$ cat src/rtl/mc_ctrl.sv
// Multi-cycle MIPS control unit: latches one instruction per handshake and
// sequences DECODE/EXEC/MEM/WB, driving ALU, register-file, memory and PC controls.
module mc_ctrl (
  input  logic        clk,
  input  logic        reset,
  input  logic [31:0] instr,
  input  logic        instr_valid,
  output logic        instr_ready,
  input  logic [31:0] alu_result,
  output logic [2:0]  alu_op,
  output logic        alu_a_zero,
  output logic        alu_b_imm,
  output logic [31:0] imm_ext,
  output logic        rf_we,
  output logic [4:0]  rf_waddr,
  output logic        rf_wsel,
  output logic        mem_req,
  output logic        mem_we,
  input  logic        mem_ack,
  output logic        pc_we,
  output logic [1:0]  pc_sel,
  output logic        illegal,
  output logic [31:0] retired
);

  localparam logic [5:0] OP_RTYPE = 6'h00;
  localparam logic [5:0] OP_J     = 6'h02;
  localparam logic [5:0] OP_BEQ   = 6'h04;
  localparam logic [5:0] OP_ORI   = 6'h0d;
  localparam logic [5:0] OP_LUI   = 6'h0f;
  localparam logic [5:0] OP_LW    = 6'h23;
  localparam logic [5:0] OP_SW    = 6'h2b;

  typedef enum logic [2:0] {S_IDLE, S_DECODE, S_EXEC, S_MEM, S_WB} state_t;

  state_t      state, next_state;
  logic [31:0] ir;

  logic [5:0]  opcode, funct;
  logic [4:0]  dest;
  logic        is_nop, is_r, is_ori, is_lui, is_lw, is_sw, is_beq, is_j, is_bad;
  logic        r_legal;
  logic [2:0]  r_op, ex_op;
  logic        ex_a_zero, ex_b_imm;

  // Instruction decode from the latched IR
  always_comb begin
    opcode  = ir[31:26];
    funct   = ir[5:0];
    r_legal = 1'b1;
    r_op    = 3'd0;
    case (funct)
      6'h20:   r_op = 3'd1;
      6'h22:   r_op = 3'd2;
      6'h24:   r_op = 3'd6;
      6'h25:   r_op = 3'd3;
      6'h2a:   r_op = 3'd4;
      6'h2b:   r_op = 3'd5;
      default: r_legal = 1'b0;
    endcase
    is_nop = (ir == 32'd0);
    is_r   = (opcode == OP_RTYPE) && !is_nop && r_legal;
    is_ori = (opcode == OP_ORI);
    is_lui = (opcode == OP_LUI);
    is_lw  = (opcode == OP_LW);
    is_sw  = (opcode == OP_SW);
    is_beq = (opcode == OP_BEQ);
    is_j   = (opcode == OP_J);
    is_bad = !(is_nop || is_r || is_ori || is_lui || is_lw || is_sw || is_beq || is_j);
    dest   = is_r ? ir[15:11] : ir[20:16];

    ex_op     = 3'd0;
    ex_a_zero = 1'b0;
    ex_b_imm  = 1'b0;
    if (is_r) begin
      ex_op = r_op;
    end else if (is_ori || is_lui) begin
      ex_op     = 3'd3;
      ex_b_imm  = 1'b1;
      ex_a_zero = is_lui;
    end else if (is_lw || is_sw) begin
      ex_op    = 3'd1;
      ex_b_imm = 1'b1;
    end else if (is_beq) begin
      ex_op = 3'd2;
    end

    if (is_lui)      imm_ext = {ir[15:0], 16'h0000};
    else if (is_ori) imm_ext = {16'h0000, ir[15:0]};
    else             imm_ext = {{16{ir[15]}}, ir[15:0]};
  end

  // Moore outputs and next state; only beq's pc_sel looks at alu_result
  always_comb begin
    next_state  = state;
    instr_ready = 1'b0;
    alu_op      = 3'd0;
    alu_a_zero  = 1'b0;
    alu_b_imm   = 1'b0;
    rf_we       = 1'b0;
    rf_waddr    = 5'd0;
    rf_wsel     = 1'b0;
    mem_req     = 1'b0;
    mem_we      = 1'b0;
    pc_we       = 1'b0;
    pc_sel      = 2'd0;
    illegal     = 1'b0;
    case (state)
      S_IDLE: begin
        instr_ready = 1'b1;
        if (instr_valid) next_state = S_DECODE;
      end
      S_DECODE: begin
        if (is_j) begin
          pc_we      = 1'b1;
          pc_sel     = 2'd2;
          next_state = S_IDLE;
        end else if (is_nop || is_bad) begin
          pc_we      = 1'b1;
          illegal    = is_bad;
          next_state = S_IDLE;
        end else begin
          next_state = S_EXEC;
        end
      end
      S_EXEC: begin
        alu_op     = ex_op;
        alu_a_zero = ex_a_zero;
        alu_b_imm  = ex_b_imm;
        if (is_beq) begin
          pc_we      = 1'b1;
          pc_sel     = (alu_result == 32'd0) ? 2'd1 : 2'd0;
          next_state = S_IDLE;
        end else if (is_lw || is_sw) begin
          next_state = S_MEM;
        end else begin
          next_state = S_WB;
        end
      end
      S_MEM: begin
        alu_op     = ex_op;
        alu_a_zero = ex_a_zero;
        alu_b_imm  = ex_b_imm;
        mem_req    = 1'b1;
        mem_we     = is_sw;
        if (mem_ack) begin
          pc_we      = is_sw;
          next_state = is_sw ? S_IDLE : S_WB;
        end
      end
      S_WB: begin
        rf_we      = (dest != 5'd0);
        rf_waddr   = dest;
        rf_wsel    = is_lw;
        pc_we      = 1'b1;
        next_state = S_IDLE;
      end
      default: next_state = S_IDLE;
    endcase
  end

  always_ff @(posedge clk or posedge reset) begin
    if (reset) begin
      state   <= S_IDLE;
      ir      <= 32'd0;
      retired <= 32'd0;
    end else begin
      state <= next_state;
      if (state == S_IDLE && instr_valid) ir <= instr;
      if (pc_we) retired <= retired + 32'd1;
    end
  end

endmodule

$ cat config.mk
export PLATFORM = sky130hd
export DESIGN_NAME = mc_ctrl
export DESIGN_NICKNAME = d
export VERILOG_FILES = /design/src/rtl/mc_ctrl.sv
export SDC_FILE = /design/constraint.sdc
export NUM_CORES = 1
export LEC_CHECK = 0
export CAP_MARGIN = 0
export CELL_PAD_IN_SITES_DETAIL_PLACEMENT = 1
export CELL_PAD_IN_SITES_GLOBAL_PLACEMENT = 1
export CORE_UTILIZATION = 36
export CTS_BUF_LIST = sky130_fd_sc_hd__clkbuf_4 sky130_fd_sc_hd__clkbuf_8
export CTS_CLUSTER_SIZE = 25
export DETAILED_ROUTE_END_ITERATION = 12
export GPL_TIMING_DRIVEN = 0
export PLACE_DENSITY_LB_ADDON = 0.1
export SETUP_SLACK_MARGIN = 0.5
export SYNTH_ARGS = -nofsm -noshare
export SYNTH_HDL_FRONTEND = slang
export SYNTH_SLANG_ARGS = --single-unit
$ cat constraint.sdc
create_clock -name clk -period 3.9 [get_ports clk]
set_input_delay 0.78 -clock clk [delete_from_list [all_inputs] [get_ports clk]]
set_output_delay 0.78 -clock clk [all_outputs]
set_load 0.05 [all_outputs]
==> impl_metrics.py <==
metrics = {
    "layout": {
        "diodes": 0,
        "fin_nets": 596,
        "drive_above_1_share_pct": 15.6,
        "syn_to_final_growth_pct": 48.8,
    },
    "sta": {
        "setup_viol_count_final": 0,
        "finalCritPeriodShare_pct": 86.6,
        "relSlewSlack_pct": 44.0,
        "hold_viol": 0,
        "layout_setup_ws_ns": 0.521,
        "rsz0062_at_grt": "yes",
        "tns_ns": 0,
        "max_freq_ghz": 0.296,
        "holdWs_ns": 0.483,
        "clock-skew-final_ns": 0.0113,
        "tightest_slew_ns": 0.839,
        "layout_min_cycle_time_ns": 3.38,
        "finalMaxSlewViolations": 0,
    },
    "global_routing": {
        "grt_first_pass_wirelength_mm": 19.8,
        "grt.total_usage_pct": 23.2,
        "grt-ovfl-total": 0,
        "antenna_found_initial": 0,
        "grt_pass1_vias": 3827,
        "grt_max_degree": 68,
    },
    "synth": {
        "synth_seq_area_share_pct": 44.5,
        "synth_seq_cells": 67,
        "synth_nets": 435,
        "synth_flop_cell": "dfrtp_1",
        "syn_inst": 366,
        "synth.distinct_cells": 46,
        "synth-edff-count": 0,
        "ys_warn_count": 0,
        "synth_area_per_cell_um2": 10.3,
        "syn_area_um2": 3770,
        "async_reset_ff_share_pct": 100,
    },
    "critical_path": {
        "path_cells": "or4_4, nor2_1, and4_1, clkbuf_2, nor3_1, a211oi_2, buf_2",
        "setup.worst_path.end_class": "primary output",
        "r2r_cells": 6,
        "required_ns": 3.12,
        "max_stage_delay_ns": 0.57,
        "critPathKind": "flop to primary output",
        "path_max_fanout": 8,
        "worstPathArrival_ns": 2.60,
        "worst_setup_path_start_kind": "flop",
        "slowest_stage": "or4_4",
    },
    "floorplanning": {
        "die_area_um2": 10900,
        "fp.coreArea_um2": 9950,
        "die_x_um": 104,
        "start_util_pct": 37.9,
        "rows": 36,
        "fp.dieH_um": 104,
        "pin_count": 151,
    },
    "drt": {
        "route.detailed.drc": 0,
        "dr_total_vias": 3563,
        "dr.pass1.iters": 5,
        "viasPerCell": 5.37,
        "drt-initial-drc-count": 119,
        "wl_per_cell_um": 18.5,
        "ant_nets": 0,
        "wirelength_mm": 12.3,
    },
    "place": {
        "place_hpwl_mm": 9.05,
        "post-place-ws_ns": 0.209,
        "gp_congestion": 0.798,
        "io_buffers": 150,
    },
    "pwr": {
        "power_density_nw_per_um2": 653,
        "p_leak_uw": 0.00239,
        "ir_drop_mv": 0.476,
    },
    "worst_hold_path": {
        "whs_path_depth": 1,
        "hold_class": "flop to flop",
    },
    "clock_tree": {
        "postCtsSetupBuffers": 0,
        "clkLatencyLatePin_ns": 0.35,
        "cts_tree": "yes",
        "cts_made_buffers": 9,
        "clockRootBuffer": "clkbuf_8",
        "postCtsHoldBufs": 0,
        "clockBufferDepth": 2,
        "clk_pin_slew_worst_paths_ns": 0.08,
        "htreeDepth": 3,
        "cts.sinks": 67,
    },
    "flow_run": {
        "maxCapViolCount": 0,
    },
    "status": {
        "outcome": "complete, no violations",
    },
}
[critical path: cells and delay by family, from the launching register on]
family | cells | cell delay, ns
flops | 1 | 0.42
compound gates | 1 | 0.24
buf+inv | 2 | 0.52
simple gates | 4 | 1.07
[cells by family (layout without fill, tap and decap cells)]
group / after synthesis / in the layout / synth area share, %
compound gates: 68 / 68 / 12.9
xor+xnor: 32 / 32 / 7.44
fa+ha+maj: 1 / 1 / 0.332
buf+inv: 29 / 194 / 3.98
flops: 67 / 67 / 44.5
mux: 33 / 33 / 9.79
simple gates: 136 / 136 / 21.0
[Yosys cell counts, types with 2 or more instances]
cell type / n / share of area [%]
a211oi_1: 3 / 0.60
a21o_1: 16 / 3.2
a21oi_1: 10 / 1.3
and2_1: 5 / 0.83
and3_1: 16 / 2.7
and3b_1: 3 / 0.70
and4_1: 11 / 2.6
buf_1: 3 / 0.30
buf_2: 6 / 0.80
buf_6: 3 / 0.90
clkbuf_1: 11 / 1.1
dfrtp_1: 67 / 44
inv_1: 5 / 0.50
mux2_2: 31 / 9.3
mux2i_1: 2 / 0.53
nand2_1: 22 / 2.2
nand2b_1: 3 / 0.50
nand3_1: 8 / 1.1
nand4_1: 4 / 0.66
nor2_1: 15 / 1.5
nor2b_1: 19 / 3.2
nor3_1: 11 / 1.5
nor3b_1: 2 / 0.40
nor4_1: 8 / 1.3
o2111ai_1: 9 / 2.1
o211ai_1: 9 / 1.8
o21ai_0: 12 / 1.6
or4_1: 4 / 0.80
xnor2_1: 27 / 6.3
xor2_1: 5 / 1.2
[registers in the layout, indices dropped and copies added (netlist names)]
signal	flops
retired	32
state	3
ir	32
[final timing paths]
kind,startpoint,end,slack (ns)
max,ir[29],rf_we,0.52
min reg2reg,retired[31],retired[31],0.48
min,retired[31],retired[31],0.48
min in group asynchronous,reset,ir[14],0.96
max in group asynchronous,reset,ir[29],2.40
max reg2reg,state[0],ir[23],1.38
[placed cells by master, fill, tap and decap left out, drive strengths merged, types with 9 or more instances in the layout]
cell type,count
nand2,22
a21oi,10
dfrtp,67
dlygate4sd2,13
nor3,11
o2111ai,10
clkdlybuf4s50,118
clkbuf,27
buf,19
nor2b,19
a21o,16
and4,11
o21ai,12
mux2,31
o211ai,9
xnor2,27
nor2,15
and3,16
[layout make-up]
type / count / area [um^2]
buffer: 24 / 138
clock buffer: 11 / 145
clock inverter: 4 / 51.3
fill: 1124 / 4350
inverter: 5 / 21.3
multi-input combinational: 270 / 1960
sequential: 67 / 1680
tap: 133 / 166
timing repair buffer: 150 / 1450
[report_power, final]
group          switching (uW)  internal [uW]  total [uW]
sequential                199            874        1070
combinational            1280            709        1990
clock                     281            317         598
[per-stage QoR]
step / instances / instance area (um^2) / utilization (%) / power [uW]
global placement: 649 / 5440 / 54.7 / 3080
global route: 664 / 5610 / 56.3 / 3830
detailed placement: 649 / 5440 / 54.7 / 3130
floorplan: 366 / 3770 / - / 2420
finish: 664 / 5610 / 56.3 / 3660
CTS: 664 / 5630 / 56.5 / 3690
[per-layer routing]
metal	share of wire, %	vias to the layer above	track usage [%]
met5	0	-	0
met4	1.8	0	7.55
met1	46	1764	31.0
met3	7.0	20	5.76
li1	-	1661	-
met2	45	118	36.5
[what timing repair did]
action,in CTS,in global routing
pin swaps,0,0
resized for setup,68,33
setup endpoints to repair,30,28
Power figures use the tool's default switching activity.
